--- src/rtl/axis_moving_average.sv ---
// Streaming moving average over the last WEIGHT accepted samples, AXI-Stream in/out.
// The running sum is kept one log2(WEIGHT) wider than a sample, so it never overflows.
module axis_moving_average #(
   parameter int BUS_WIDTH = 1,
   parameter int WEIGHT    = 8
) (
   input  logic                   aclk,
   input  logic                   arstn,
   input  logic [BUS_WIDTH*8-1:0] s_axis_tdata,
   input  logic                   s_axis_tvalid,
   output logic                   s_axis_tready,
   output logic [BUS_WIDTH*8-1:0] m_axis_tdata,
   output logic                   m_axis_tvalid,
   input  logic                   m_axis_tready
);
   localparam int DW = BUS_WIDTH * 8;
   localparam int LW = (WEIGHT > 1) ? $clog2(WEIGHT) : 1;
   localparam int SW = DW + LW;

   generate
      if ((WEIGHT < 2) || ((WEIGHT & (WEIGHT - 1)) != 0)) begin : g_bad_weight
         $error("axis_moving_average: WEIGHT must be a power of two and at least 2");
      end
      if (BUS_WIDTH < 1) begin : g_bad_width
         $error("axis_moving_average: BUS_WIDTH must be at least 1");
      end
   endgenerate

   logic [DW-1:0] hist_r [WEIGHT];
   logic [LW-1:0] wr_ptr_r;
   logic [SW-1:0] sum_r;
   logic [DW-1:0] m_data_r;
   logic          m_valid_r;

   logic [SW-1:0] sum_next_s;
   logic [DW-1:0] oldest_s;
   logic          s_ready_s;
   logic          accept_s;
   logic          take_s;

   // Handshake decode and next running sum; the slot at wr_ptr_r holds the oldest sample.
   always_comb begin
      s_ready_s  = m_axis_tready | ~m_valid_r;
      accept_s   = s_axis_tvalid & s_ready_s;
      take_s     = m_valid_r & m_axis_tready;
      oldest_s   = hist_r[wr_ptr_r];
      sum_next_s = sum_r + {{LW{1'b0}}, s_axis_tdata} - {{LW{1'b0}}, oldest_s};
   end

   // Circular history: the new sample overwrites the oldest one, pointer wraps naturally.
   always_ff @(posedge aclk or negedge arstn) begin
      if (!arstn) begin
         for (int i = 0; i < WEIGHT; i++) begin
            hist_r[i] <= '0;
         end
         wr_ptr_r <= '0;
      end else if (accept_s) begin
         hist_r[wr_ptr_r] <= s_axis_tdata;
         wr_ptr_r         <= wr_ptr_r + LW'(1);
      end else begin
         wr_ptr_r <= wr_ptr_r;
      end
   end

   // Running sum of the history contents.
   always_ff @(posedge aclk or negedge arstn) begin
      if (!arstn) begin
         sum_r <= '0;
      end else if (accept_s) begin
         sum_r <= sum_next_s;
      end else begin
         sum_r <= sum_r;
      end
   end

   // Output register: load on accept, clear valid on a take without a new accept, else hold.
   always_ff @(posedge aclk or negedge arstn) begin
      if (!arstn) begin
         m_data_r  <= '0;
         m_valid_r <= 1'b0;
      end else if (accept_s) begin
         m_data_r  <= sum_next_s[SW-1:LW];
         m_valid_r <= 1'b1;
      end else if (take_s) begin
         m_data_r  <= m_data_r;
         m_valid_r <= 1'b0;
      end else begin
         m_data_r  <= m_data_r;
         m_valid_r <= m_valid_r;
      end
   end

   assign s_axis_tready = s_ready_s;
   assign m_axis_tdata  = m_data_r;
   assign m_axis_tvalid = m_valid_r;

endmodule

--- config.mk ---
export PLATFORM = sky130hd
export DESIGN_NAME = axis_moving_average
export DESIGN_NICKNAME = d
export VERILOG_FILES = /design/src/rtl/axis_moving_average.sv
export SDC_FILE = /design/constraint.sdc
export NUM_CORES = 1
export LEC_CHECK = 0
export ABC_AREA = 1
export BUFFER_PORTS_ARGS = -buffer_cell sky130_fd_sc_hd__buf_2
export CORE_UTILIZATION = 45
export DETAILED_ROUTE_END_ITERATION = 8
export GPL_ROUTABILITY_DRIVEN = 0
export PLACE_DENSITY = 0.69
export SYNTH_ARGS = -nofsm -noshare
export SYNTH_HDL_FRONTEND = slang
export SYNTH_SLANG_ARGS = --single-unit
--- constraint.sdc ---
create_clock -name aclk -period 6.75 [get_ports aclk]
set_input_delay 0.675 -clock aclk [delete_from_list [all_inputs] [get_ports aclk]]
set_output_delay 0.675 -clock aclk [all_outputs]
set_load 0.02 [all_outputs]
Yosys cells after proc, flatten, opt, wreduce, memory -nomap -nowiden
Cells that the tools add are included.
{"block": "word_totals", "register_bits": 87, "inputBits": 12, "out_inout_bits": 10}
{"block": "classes", "n_addsub": 3, "magnitude_cmp": 2, "muxes": 8, "n_bitwise": 5, "reduce_logical": 2}
{"cell": "$bwmux 64", "count": 1}
{"cell": "$bmux 8 s3", "count": 1}
{"cell": "$demux 8 s3", "count": 1}
{"cell": "$mux 8", "count": 3}
{"cell": "$add 11x8->11", "count": 1}
{"cell": "$sub 11x8->11", "count": 1}
{"cell": "$ge 4x4->1 const B", "count": 1}
{"cell": "$lt 4x1->1 const B", "count": 1}
{"cell": "$not 3->4", "count": 1}
{"cell": "$add 3x1->3 const B", "count": 1}
{"cell": "$and 1x1->1", "count": 2}
{"cell": "$mux 1", "count": 2}
{"cell": "$reduce_bool 2->1", "count": 1}
{"cell": "$logic_and 1x1->1", "count": 1}
{"cell": "$not 1->1", "count": 1}
{"cell": "$or 1x1->1", "count": 1}

Logic depth before layout (Yosys ltp)
Gate-level depths: netlist of run 1.
{"block": "logic_depth", "word_depth": 6, "depth_mapped": 18}

Worst setup path before layout of run 1
No wires, ideal clock.
{"block": "synth_timing", "path_type": "register to register", "startpoint": "register wr_ptr_r[0]", "endpoint": "register sum_r[6]", "setup_time_ns": 0.083, "arrival_ns": 2.674, "required_time_ns": 6.667, "slack_ns": 3.994, "path_stages_with_launch": 17, "n_path_buf": 2, "synth_period_minus_slack_ns": 2.756, "cell_sequence": "dfrtp_1 > buf_4 > inv_2 > buf_2 > a21oi_1 > o21ai_0 > o2111ai_1 > fa_1 > inv_1 > fa_1 > nand3_1 > nand3_1 > nand2_1 > nand2_1 > nand2_1 > nand2_1 > o21ai_0"}
{"block": "synth_between", "elab_chain_cells": 5}
{"item": "start: declaration", "line": "30", "rtl": "logic [LW-1:0] wr_ptr_r;"}
{"item": "start signal: assignment", "line": "59", "rtl": "wr_ptr_r <= wr_ptr_r + LW'(1);"}
{"item": "start signal: assignment", "line": "61", "rtl": "wr_ptr_r <= wr_ptr_r;"}
{"item": "$not 3->4 (implied by the code)", "line": "46", "rtl": "oldest_s = hist_r[wr_ptr_r];"}
{"item": "$bmux 8 s3", "line": "46"}
{"item": "$mux 8 (implied by the code) (2 in series)", "line": "46"}
{"item": "$sub 11x8->11", "line": "47", "rtl": "sum_next_s = sum_r + {{LW{1'b0}}, s_axis_tdata} - {{LW{1'b0}}, oldest_s};"}
{"item": "end signal: assignment", "line": "70", "rtl": "sum_r <= sum_next_s;"}
{"item": "end signal: assignment", "line": "72", "rtl": "sum_r <= sum_r;"}
{"item": "end: declaration", "line": "31", "rtl": "logic [SW-1:0] sum_r;"}
Every way passes these cells. The select of a mux whose other input is x is not followed.
A chain may end at the register's enable or synchronous reset.

Final worst setup path of run 1
Same ends and word-level chain as after synthesis.

==> metrics.cfg, run 1 <==
[run_status]
status = complete, but fails checks
failed_checks = DRC

[timing]
max_slew.worst_pin.slew_ns = 1.02
drv_slew = 0
max_slew_margin = 0.317
setup_viol_count_final = 0
finalHoldViolCount = 0
fin_crit_sh = 0.561
fmax_ghz = 0.264
rsz0062_at_grt = false
timing.final.crit_period_ns = 3.79
finClkSkew_ns = 0.00737
finalSetupTns_ns = 0
timing.hold.ws_ns = 0.472

[synthesis]
ys_seq_elements = 79
synthCells = 512
avgSynthCellArea_um2 = 8.27
yosysSeqAreaShare = 0.467
syn_area_um2 = 4240
ys.warnings.count = 0
synth.distinct_cells = 30
synth_nets = 544

[cts]
postCtsHoldBufs = 0
htreeDepth = 3
cts_sinks = 79
clk_latency_ns = 0.35
ctsResizeCount = 0
numCtsBuffers = 9
cts_root_buf = clkbuf_8
cts_tree = done
cts_buffer_depth = 2
clk_pin_slew_ns = 0.08
cts_setup_buffers = 0

[global_routing]
grt_max_degree = 80
grt_pass1_wl_mm = 16.7
track_usage = 0.221
grt-ovfl-total = 0
antenna_found_initial = 0
grt_pass1_vias = 3356

[route]
num_vias = 3429
first_iter_violations = 186
wire_per_inst_um = 15.5
finalWirelength_mm = 9.80
drt_pass1_iterations = 7
drc_errors = 2
ant_nets = 0
routed_via_density = 5.42

[setup_path]
critPathKind = reg2reg
cp-end-kind = flip-flop
worst_path_most_repeated_cell = nand2_1
arrival_ns = 4.05
max_stage_delay_ns = 0.91
start_kind = flip-flop
cp_cell_sequence = inv_2 -> o21a_1 -> o21ai_0 -> o2111ai_1 -> fa_1 -> inv_1 -> fa_1 -> nand3_1 -> nand3_1 -> nand2_1 -> nand2_1 -> nand2_1 -> nand2_1 -> o21ai_0
worstPathRequired_ns = 7.02
slowest_stage = dfrtp_1
path_max_fanout = 37

[floorplanning]
dieHeight_um = 99.0
die_x_um = 99.0
ios = 22
core-area_um2 = 9200
start_util = 0.461
fp-row-count = 35
die_area_um2 = 9800

[placement]
io_buffers = 21
hpwlAfterDp_mm = 6.48

[flow_run]
cap_violations = 0

[cells_and_area]
drive_above_1_share = 0.102
syn_to_final_growth_pct = 7.12
fin_nets = 549
diodes = 0

[min_path]
min-delay-path-class = in2async

-- layer usage --
layer | share of wire | up-vias | track usage | wire, um
met2 | 0.48 | 99 | 0.361 | 4660
li1 | - | 1669 | - | -
met1 | 0.46 | 1642 | 0.300 | 4490
met5 | 0 | - | 0 | 0
met4 | 0.020 | 0 | 0.0677 | 193
met3 | 0.046 | 19 | 0.0383 | 449
-- layout by cell type (no fill, tap or decap), drive strengths merged --
cell type    n
o22ai        1
clkinvlp     1
clkinv       2
nand4        2
clkbuf      11
nand2      140
inv         61
o211ai       1
nand3b       2
a211oi       2
fa           8
dfrtp       79
nor2        27
o21ai       99
xnor2        1
bufinv       1
xor2         2
a21oi       11
o2111ai      7
or2          1
ha          12
nand3       16
buf         21
o21a        14
-- flip-flops by register name, indices dropped and copies added, names as in the netlist --
signal and count:
wr_ptr_r 3, m_axis_tvalid 1, sum_r 11, hist_r 64
-- worst paths after layout --
| check | from | endpoint | slack (ns) | depth (start not counted) |
|---|---|---|---|---|
| worst min-delay path | arstn | sum_r[6] | 0.47 | 1 |
| max in group asynchronous | arstn | wr_ptr_r[2] | 5.60 | 1 |
| worst max-delay path | wr_ptr_r[0] | sum_r[6] | 2.96 | 14 |
| worst max register to register | wr_ptr_r[0] | sum_r[6] | 2.96 | 14 |
| min in group aclk | hist_r[40] | hist_r[40] | 0.49 | 2 |
| worst min register to register | hist_r[40] | hist_r[40] | 0.49 | 2 |
-- metrics by stage --
step / instances / worst slack, ns / instance area [um^2] / util
detailed placement: 617 / 3.05 / 4320 / 0.470
global placement: 617 / 3.10 / 4320 / 0.470
CTS: 633 / 3.02 / 4540 / 0.493
floorplan: 512 / 3.99 / 4240 / -
global route: 633 / 2.69 / 4540 / 0.493
finish: 633 / 2.96 / 4540 / 0.493
-- cell usage after synthesis (all sizes together) --
cell | n | area share
a211oi | 2 | 0.0035
a21oi | 11 | 0.013
buf | 18 | 0.030
clkbuf | 9 | 0.0080
clkinv | 1 | 0.00089
dfrtp | 79 | 0.47
fa | 8 | 0.038
ha | 12 | 0.035
inv | 59 | 0.052
nand2 | 140 | 0.13
nand3 | 16 | 0.020
nand3b | 2 | 0.0035
nand4 | 2 | 0.0030
nor2 | 27 | 0.030
o2111ai | 7 | 0.014
o211ai | 1 | 0.0018
o21a | 14 | 0.025
o21ai | 99 | 0.12
o22ai | 1 | 0.0015
or2 | 1 | 0.0015
xnor2 | 1 | 0.0021
xor2 | 2 | 0.0041
-- worst max-delay path: cells and delay by family (launching register included) --
kind,cells,cell delay [ns]
buffers and inverters,2,0.54
AND/OR/NAND/NOR,6,0.54
flip-flops,1,0.91
AO/OA/AOI/OAI,4,0.70
adder cells (fa/ha/maj),2,1.01
-- layout make-up --
class                           instances  area [um^2]
Multi-Input combinational cell        346         1870
Timing Repair Buffer                   21          108
Fill cell                             875         4660
Sequential cell                        79         1980
Clock buffer                           11          151
Clock inverter                          5         63.8
Tap cell                              111          139
Inverter                               60          225
-- cell families after synthesis --
| logic type | count (synthesis) | synth area share |
|---|---|---|
| flip-flops | 79 | 0.467 |
| XOR/XNOR | 3 | 0.00620 |
| adder cells (fa/ha/maj) | 20 | 0.0733 |
| AO/OA/AOI/OAI | 135 | 0.176 |
| AND/OR/NAND/NOR | 188 | 0.187 |
| buffers and inverters | 87 | 0.0910 |
Power of run 1 is not shown: default switching activity piles up to over one toggle a cycle in this logic, so the estimate is an artifact.
==> run 2, diff against run 1 <==
--- a/config.mk
+++ b/config.mk
@@ -10,7 +10,7 @@
 export CORE_UTILIZATION = 45
 export DETAILED_ROUTE_END_ITERATION = 8
 export GPL_ROUTABILITY_DRIVEN = 0
-export PLACE_DENSITY = 0.69
+export PLACE_DENSITY = 0.71
 export SYNTH_ARGS = -nofsm -noshare
 export SYNTH_HDL_FRONTEND = slang
 export SYNTH_SLANG_ARGS = --single-unit
==> constraint.sdc (replaced) <==
create_clock -name aclk -period 3.35 [get_ports aclk]
set_input_delay 0.335 -clock aclk [delete_from_list [all_inputs] [get_ports aclk]]
set_output_delay 0.335 -clock aclk [all_outputs]
set_load 0.02 [all_outputs]
==> metrics.cfg, run 2 (same netlist as run 1, synthesis figures left out) <==
[run_status]
status = completed

[timing]
fin_crit_sh = 0.911  ; +0.351
fmax_ghz = 0.328  ; +24%
setup_viol_count_final = 0  ; unchanged
finalSetupTns_ns = 0  ; unchanged
setup_slack_ns = 0.297  ; -2.67 ns
rsz0062_at_grt = false
timing.final.crit_period_ns = 3.05  ; -0.732 ns
max_slew.worst_pin.slew_ns = 0.990  ; -0.0349 ns
drv_slew = 0  ; unchanged
finalHoldViolCount = 0  ; unchanged
finClkSkew_ns = 0.0157  ; +0.00829 ns
max_slew_margin = 0.340  ; +0.0233

[setup_path]
cp-startpoint = wr_ptr_r[2]
r2r_start = wr_ptr_r[2]
worstPathRequired_ns = 3.59  ; -3.43 ns
r2r-end = sum_r[7]
cp-end-kind = flip-flop
r2r_setup_slack_ns = 0.30  ; -2.67 ns
ff2ff_path_depth = 13  ; -1
critPathCapture = sum_r[7]
arrival_ns = 3.30  ; -0.75 ns
path_max_fanout = 9  ; -76%
start_kind = flip-flop
critPathKind = reg2reg

[cts]
ctsResizeCount = 0  ; unchanged
cts_buffer_depth = 2  ; unchanged
cts_root_buf = clkbuf_8
htreeDepth = 3  ; unchanged
clk_latency_ns = 0.37  ; +0.02 ns
postCtsHoldBufs = 0  ; unchanged
cts_setup_buffers = 0  ; unchanged
cts_tree = done
cts_sinks = 79  ; unchanged
clk_pin_slew_ns = 0.09  ; about the same
numCtsBuffers = 9  ; unchanged

[floorplanning]
die_area_um2 = 9800  ; unchanged
core-area_um2 = 9200  ; unchanged
dieHeight_um = 99.0  ; unchanged
die_x_um = 99.0  ; unchanged
start_util = 0.461  ; unchanged
ios = 22  ; unchanged
fp-row-count = 35  ; unchanged

[global_routing]
grt-ovfl-total = 0  ; unchanged
grt_pass1_vias = 3348  ; -0.24%
antenna_found_initial = 0  ; unchanged
grt_pass1_wl_mm = 16.4  ; -1.7%
grt_max_degree = 80  ; unchanged
track_usage = 0.218  ; -0.00275

[route]
routed_via_density = 5.31  ; -1.9%
first_iter_violations = 209  ; +12%
drc_errors = 0  ; -2
drt_pass1_iterations = 4  ; -3
num_vias = 3389  ; -1.2%
wire_per_inst_um = 15.1  ; -2.8%
finalWirelength_mm = 9.61  ; -2.0%
ant_nets = 0  ; unchanged

[placement]
hpwlAfterDp_mm = 6.65  ; +2.7%
dp.cells = 622  ; +0.81%
pre_cts_slack_ns = 0.260  ; -2.79 ns
io_buffers = 21  ; unchanged

[cells_and_area]
regMostFlops = hist_r
drive_above_1_share = 0.110  ; +0.00852
fillCellCount = 880  ; +0.57%
final_cell_mix = nand2_1, o21ai_0, dfrtp_1
diodes = 0  ; unchanged
final_common_cell = nand2_1
syn_to_final_growth_pct = 8.12
largest_reg_flops = 64  ; unchanged
final_cells = 638  ; +0.79%
register_area_um2 = 1980  ; unchanged
multi_input_area_um2 = 1880  ; +0.27%
fin_nets = 554  ; +0.91%
top_regs = hist_r (64), sum_r (11), wr_ptr_r (3)

[min_path]
min-delay-path-class = in2async

[flow_run]
cap_violations = 0  ; unchanged

run 2: cell types whose count changed in the layout (fill, tap and decap cells not counted), sizes merged:
| cell | previous run | this run |
|---|---|---|
| buf | 21 | 26 |
run 2: worst max-delay path, cell delays in order, from the launching register on:
cell and delay [ns]:
dfrtp_1 0.48, nand2_1 0.41, a21oi_1 0.07, o21ai_0 0.14, o2111ai_1 0.19, fa_1 0.51, inv_1 0.04, ha_1 0.34
a21oi_1 0.31, nor2_1 0.08, nor2_1 0.13, nand3b_1 0.09, nand3_1 0.08, nand2_1 0.07
run 2: routing by layer:
metal / vias to the layer above / wire length, um / GRT usage
met3: 24 / 505 / 0.0440
met4: 0 / 320 / 0.0964
li1: 1671 / - / -
met5: - / 0 / 0
met2: 100 / 4550 / 0.354
met1: 1594 / 4230 / 0.283
run 2: cell type report:
cell class / count / share of cell area
Clock inverter: 5 / 0.0139
Timing Repair Buffer: 26 / 0.0317
Tap cell: 111 / 0.0303
Clock buffer: 11 / 0.0331
Multi-Input combinational cell: 346 / 0.410
Sequential cell: 79 / 0.432
Inverter: 60 / 0.0492
run 2: how the worst min path moves through the flow:
stage / cells after the start / slack (ns) / end / from
floorplan: 0 / 0.04 / hist_r[0] / arstn
global placement: 2 / 0.46 / hist_r[52] / hist_r[52]
detailed placement: 2 / 0.47 / hist_r[50] / hist_r[50]
CTS: 1 / 0.17 / hist_r[53] / arstn
global route: 3 / 0.19 / hist_r[11] / s_axis_tdata[3]
finish: 1 / 0.12 / hist_r[53] / arstn
run 2: through the flow:
step | area, um^2 | utilization | hold WS, ns
floorplan | 4240 | - | 0.0394
global placement | 4360 | 0.474 | 0.461
detailed placement | 4360 | 0.474 | 0.468
CTS | 4570 | 0.497 | 0.167
global route | 4580 | 0.498 | 0.189
finish | 4580 | 0.498 | 0.117
Power of run 2 is left out for the same reason.
==> run 3, diff against run 2 <==
--- a/config.mk
+++ b/config.mk
@@ -5,12 +5,11 @@
 export SDC_FILE = /design/constraint.sdc
 export NUM_CORES = 1
 export LEC_CHECK = 0
-export ABC_AREA = 1
 export BUFFER_PORTS_ARGS = -buffer_cell sky130_fd_sc_hd__buf_2
 export CORE_UTILIZATION = 45
 export DETAILED_ROUTE_END_ITERATION = 8
 export GPL_ROUTABILITY_DRIVEN = 0
-export PLACE_DENSITY = 0.71
+export PLACE_DENSITY = 0.69
 export SYNTH_ARGS = -nofsm -noshare
 export SYNTH_HDL_FRONTEND = slang
 export SYNTH_SLANG_ARGS = --single-unit
==> constraint.sdc (replaced) <==
create_clock -name aclk -period 2.85 [get_ports aclk]
set_input_delay 0.285 -clock aclk [delete_from_list [all_inputs] [get_ports aclk]]
set_output_delay 0.285 -clock aclk [all_outputs]
set_load 0.02 [all_outputs]
==> metrics.cfg, run 3 <==
[cells_and_area]
diodes = 0  ; unchanged
top_regs = hist_r (64), sum_r (11), wr_ptr_r (3)
final_cell_mix = dfrtp_1, nand2_1, o21ai_0
fin_nets = 455  ; -18%
syn_to_final_growth_pct = 19.6
final_common_cell = dfrtp_1
final_area_um2 = 4860  ; +6.2%
drive_above_1_share = 0.326  ; +0.216
largest_reg_flops = 64  ; unchanged
fillCellCount = 757  ; -14%
postLayoutCoreUtil = 0.558  ; +0.0597
regMostFlops = hist_r

[timing]
max_slew_margin = 0.338  ; -0.00264
setup_viol_count_final = 8  ; +8
setup_slack_ns = -0.416  ; -0.712 ns
finalHoldViolCount = 0  ; unchanged
fmax_ghz = 0.306  ; -6.5%
finClkSkew_ns = 0.0134  ; -0.00223 ns
max_slew.worst_pin.slew_ns = 0.994  ; +0.00396 ns
fin_crit_sh = 1.15  ; +0.234
rsz0062_at_grt = true
drv_slew = 0  ; unchanged
timing.hold.ws_ns = 0.0788  ; -0.0379 ns
timing.final.crit_period_ns = 3.27  ; +0.212 ns
finalSetupTns_ns = -2.41  ; -2.41 ns

[route]
ant_nets = 0  ; unchanged
first_iter_violations = 154  ; -26%
wire_per_inst_um = 16.0  ; +6.5%
finalWirelength_mm = 8.56  ; -11%
routed_via_density = 5.27  ; -0.87%
drc_errors = 0  ; unchanged
drt_pass1_iterations = 4  ; unchanged
num_vias = 2812  ; -17%

[setup_path]
path_max_fanout = 7  ; -2
arrival_ns = 3.52  ; +0.22 ns
cp-startpoint = wr_ptr_r[0]
worstPathRequired_ns = 3.10  ; -0.49 ns
start_kind = flip-flop
cp_cell_sequence = buf_12 -> mux4_2 -> mux2_4 -> fa_1 -> inv_2 -> fa_2 -> a21o_1 -> a21oi_2 -> o21ai_2 -> a31oi_1 -> xor2_1 -> o21ai_1
slowest_stage = fa_1
r2r-end = sum_r[8]
max_stage_delay_ns = 0.52  ; about the same
critPathKind = reg2reg
ff2ff_path_depth = 12  ; -1
r2r_setup_slack_ns = -0.42  ; -0.71 ns
cp-end-kind = flip-flop
r2r_start = wr_ptr_r[0]

[synthesis]
yosys-mux-area-fraction = 0.152  ; +0.152
synthCells = 376  ; -27%
synth_area_leader_cell = dfrtp_1
synth_top_area_frac = 0.486  ; +0.0195
synth_common_cells = dfrtp_1, nand2_1, o21ai_0
yosysSeqAreaShare = 0.486  ; +0.0195
synth-compound-area-share = 0.101  ; -0.0748
ys.warnings.count = 0  ; unchanged
synth.distinct_cells = 34  ; +13%
avgSynthCellArea_um2 = 10.8  ; +31%
yosys.area_share.xor_xnor = 0.0215  ; +0.0153
synthTopCellsByArea = dfrtp_1, mux4_2, o21ai_0
ys_async_sr_fraction = 1.00  ; unchanged
synth_top_family_by_area = multiplexers
ys_seq_elements = 79  ; unchanged
synth_adder_area_share = 0.0763  ; +0.00307
synthFlopType = dfrtp_1
synth_most_common_cell = dfrtp_1
synth_nets = 408  ; -25%
synth-simple-area-share = 0.0997  ; -0.0870
synth_edf_count = 0  ; unchanged
syn_area_um2 = 4070  ; -4.0%

[global_routing]
grt_pass1_vias = 2994  ; -11%
grt_max_degree = 80  ; unchanged
grt-ovfl-total = 0  ; unchanged
grt_pass1_wl_mm = 14.7  ; -11%
antenna_found_initial = 0  ; unchanged
track_usage = 0.200  ; -0.0181

[floorplanning]
die_area_um2 = 9420  ; -3.9%
core-area_um2 = 8720  ; -5.2%
ios = 22  ; unchanged
dieHeight_um = 97.0  ; -2.0%
start_util = 0.466  ; +0.00560
die_x_um = 97.0  ; -2.0%
fp-row-count = 34  ; -2.9%

[cts]
cts_tree = done
cts_root_buf = clkbuf_8
htreeDepth = 3  ; unchanged
postCtsHoldBufs = 0  ; unchanged
clk_pin_slew_ns = 0.09  ; about the same
cts_sinks = 79  ; unchanged
numCtsBuffers = 9  ; unchanged
clk_latency_ns = 0.36  ; about the same
cts_buffer_depth = 2  ; unchanged

[placement]
hpwlAfterDp_mm = 5.79  ; -13%
placed_cell_area_um2 = 4420  ; +1.3%
io_buffers = 21  ; unchanged

[min_path]
min-delay-path-class = in2async

[flow_run]
cap_violations = 0  ; unchanged

[run_status]
status = complete, but fails checks
failed_checks = setup timing

run 3: cell types whose count changed after synthesis, moves of 12 or more:
cell | before | now
inv_1 | 57 | 34
mux2_2 | 0 | 23
mux4_2 | 0 | 16
nand2_1 | 133 | 70
nand3_1 | 15 | 3
nor2_1 | 22 | 6
o21a_1 | 14 | 0
o21ai_0 | 83 | 60
o21ai_1 | 16 | 1
run 3: how the worst max path moves through the flow:
stage	endpoint	slack (ns)	cells after the start
finish	sum_r[8]	-0.42	12
global route	sum_r[8]	-0.58	12
CTS	sum_r[10]	-0.44	12
detailed placement	sum_r[10]	-0.48	13
global placement	sum_r[10]	-0.39	12
floorplan	sum_r[10]	-0.33	12
run 3: metal layers:
metal,part of all wire,up-vias,GRT usage
li1,-,1352,-
met1,0.47,1393,0.272
met2,0.47,51,0.318
met3,0.035,16,0.0448
met4,0.018,0,0.0677
met5,0,-,0
run 3: final cells by class:
type / count / area, um^2 / area share
clock inverters: 5 / 85.1 / 0.0175
flip-flops and latches: 79 / 1980 / 0.407
well taps: 108 / 135 / 0.0278
clock buffers: 9 / 124 / 0.0255
multi-input cells: 240 / 1980 / 0.406
repair buffers: 59 / 437 / 0.0898
inverters: 34 / 128 / 0.0262
run 3: cell families after synthesis:
| group | after synthesis |
|---|---|
| simple gates | 94 |
| mux | 39 |
| compound gates | 77 |
| xor+xnor | 10 |
| fa+ha+maj | 20 |
| flops | 79 |
| buf+inv | 57 |
run 3: repair_timing:
| action | CTS | global route |
|---|---|---|
| cloned | 1 | 0 |
| endpoints found under the setup margin | 8 | 9 |
| buffers inserted | 9 | 3 |
| gates resized for setup | 21 | 16 |
| pin swaps | 22 | 17 |
run 3: per-stage QoR:
step	setup slack (ns)	cells
finish	-0.416	534
global route	-0.584	534
CTS	-0.439	532
detailed placement	-0.476	509
global placement	-0.392	509
floorplan	-0.334	376
run 3: worst max-delay path, delay by kind of cell, from the launching register on:
family	cells	cell delay, ns
AOI/OAI and AO/OA	5	0.70
xor gates and xnor gates	1	0.16
adders and majority gates	2	0.86
buffers and inverters	2	0.22
DFF	1	0.43
muxes	2	0.76
Power of run 3 is left out for the same reason.
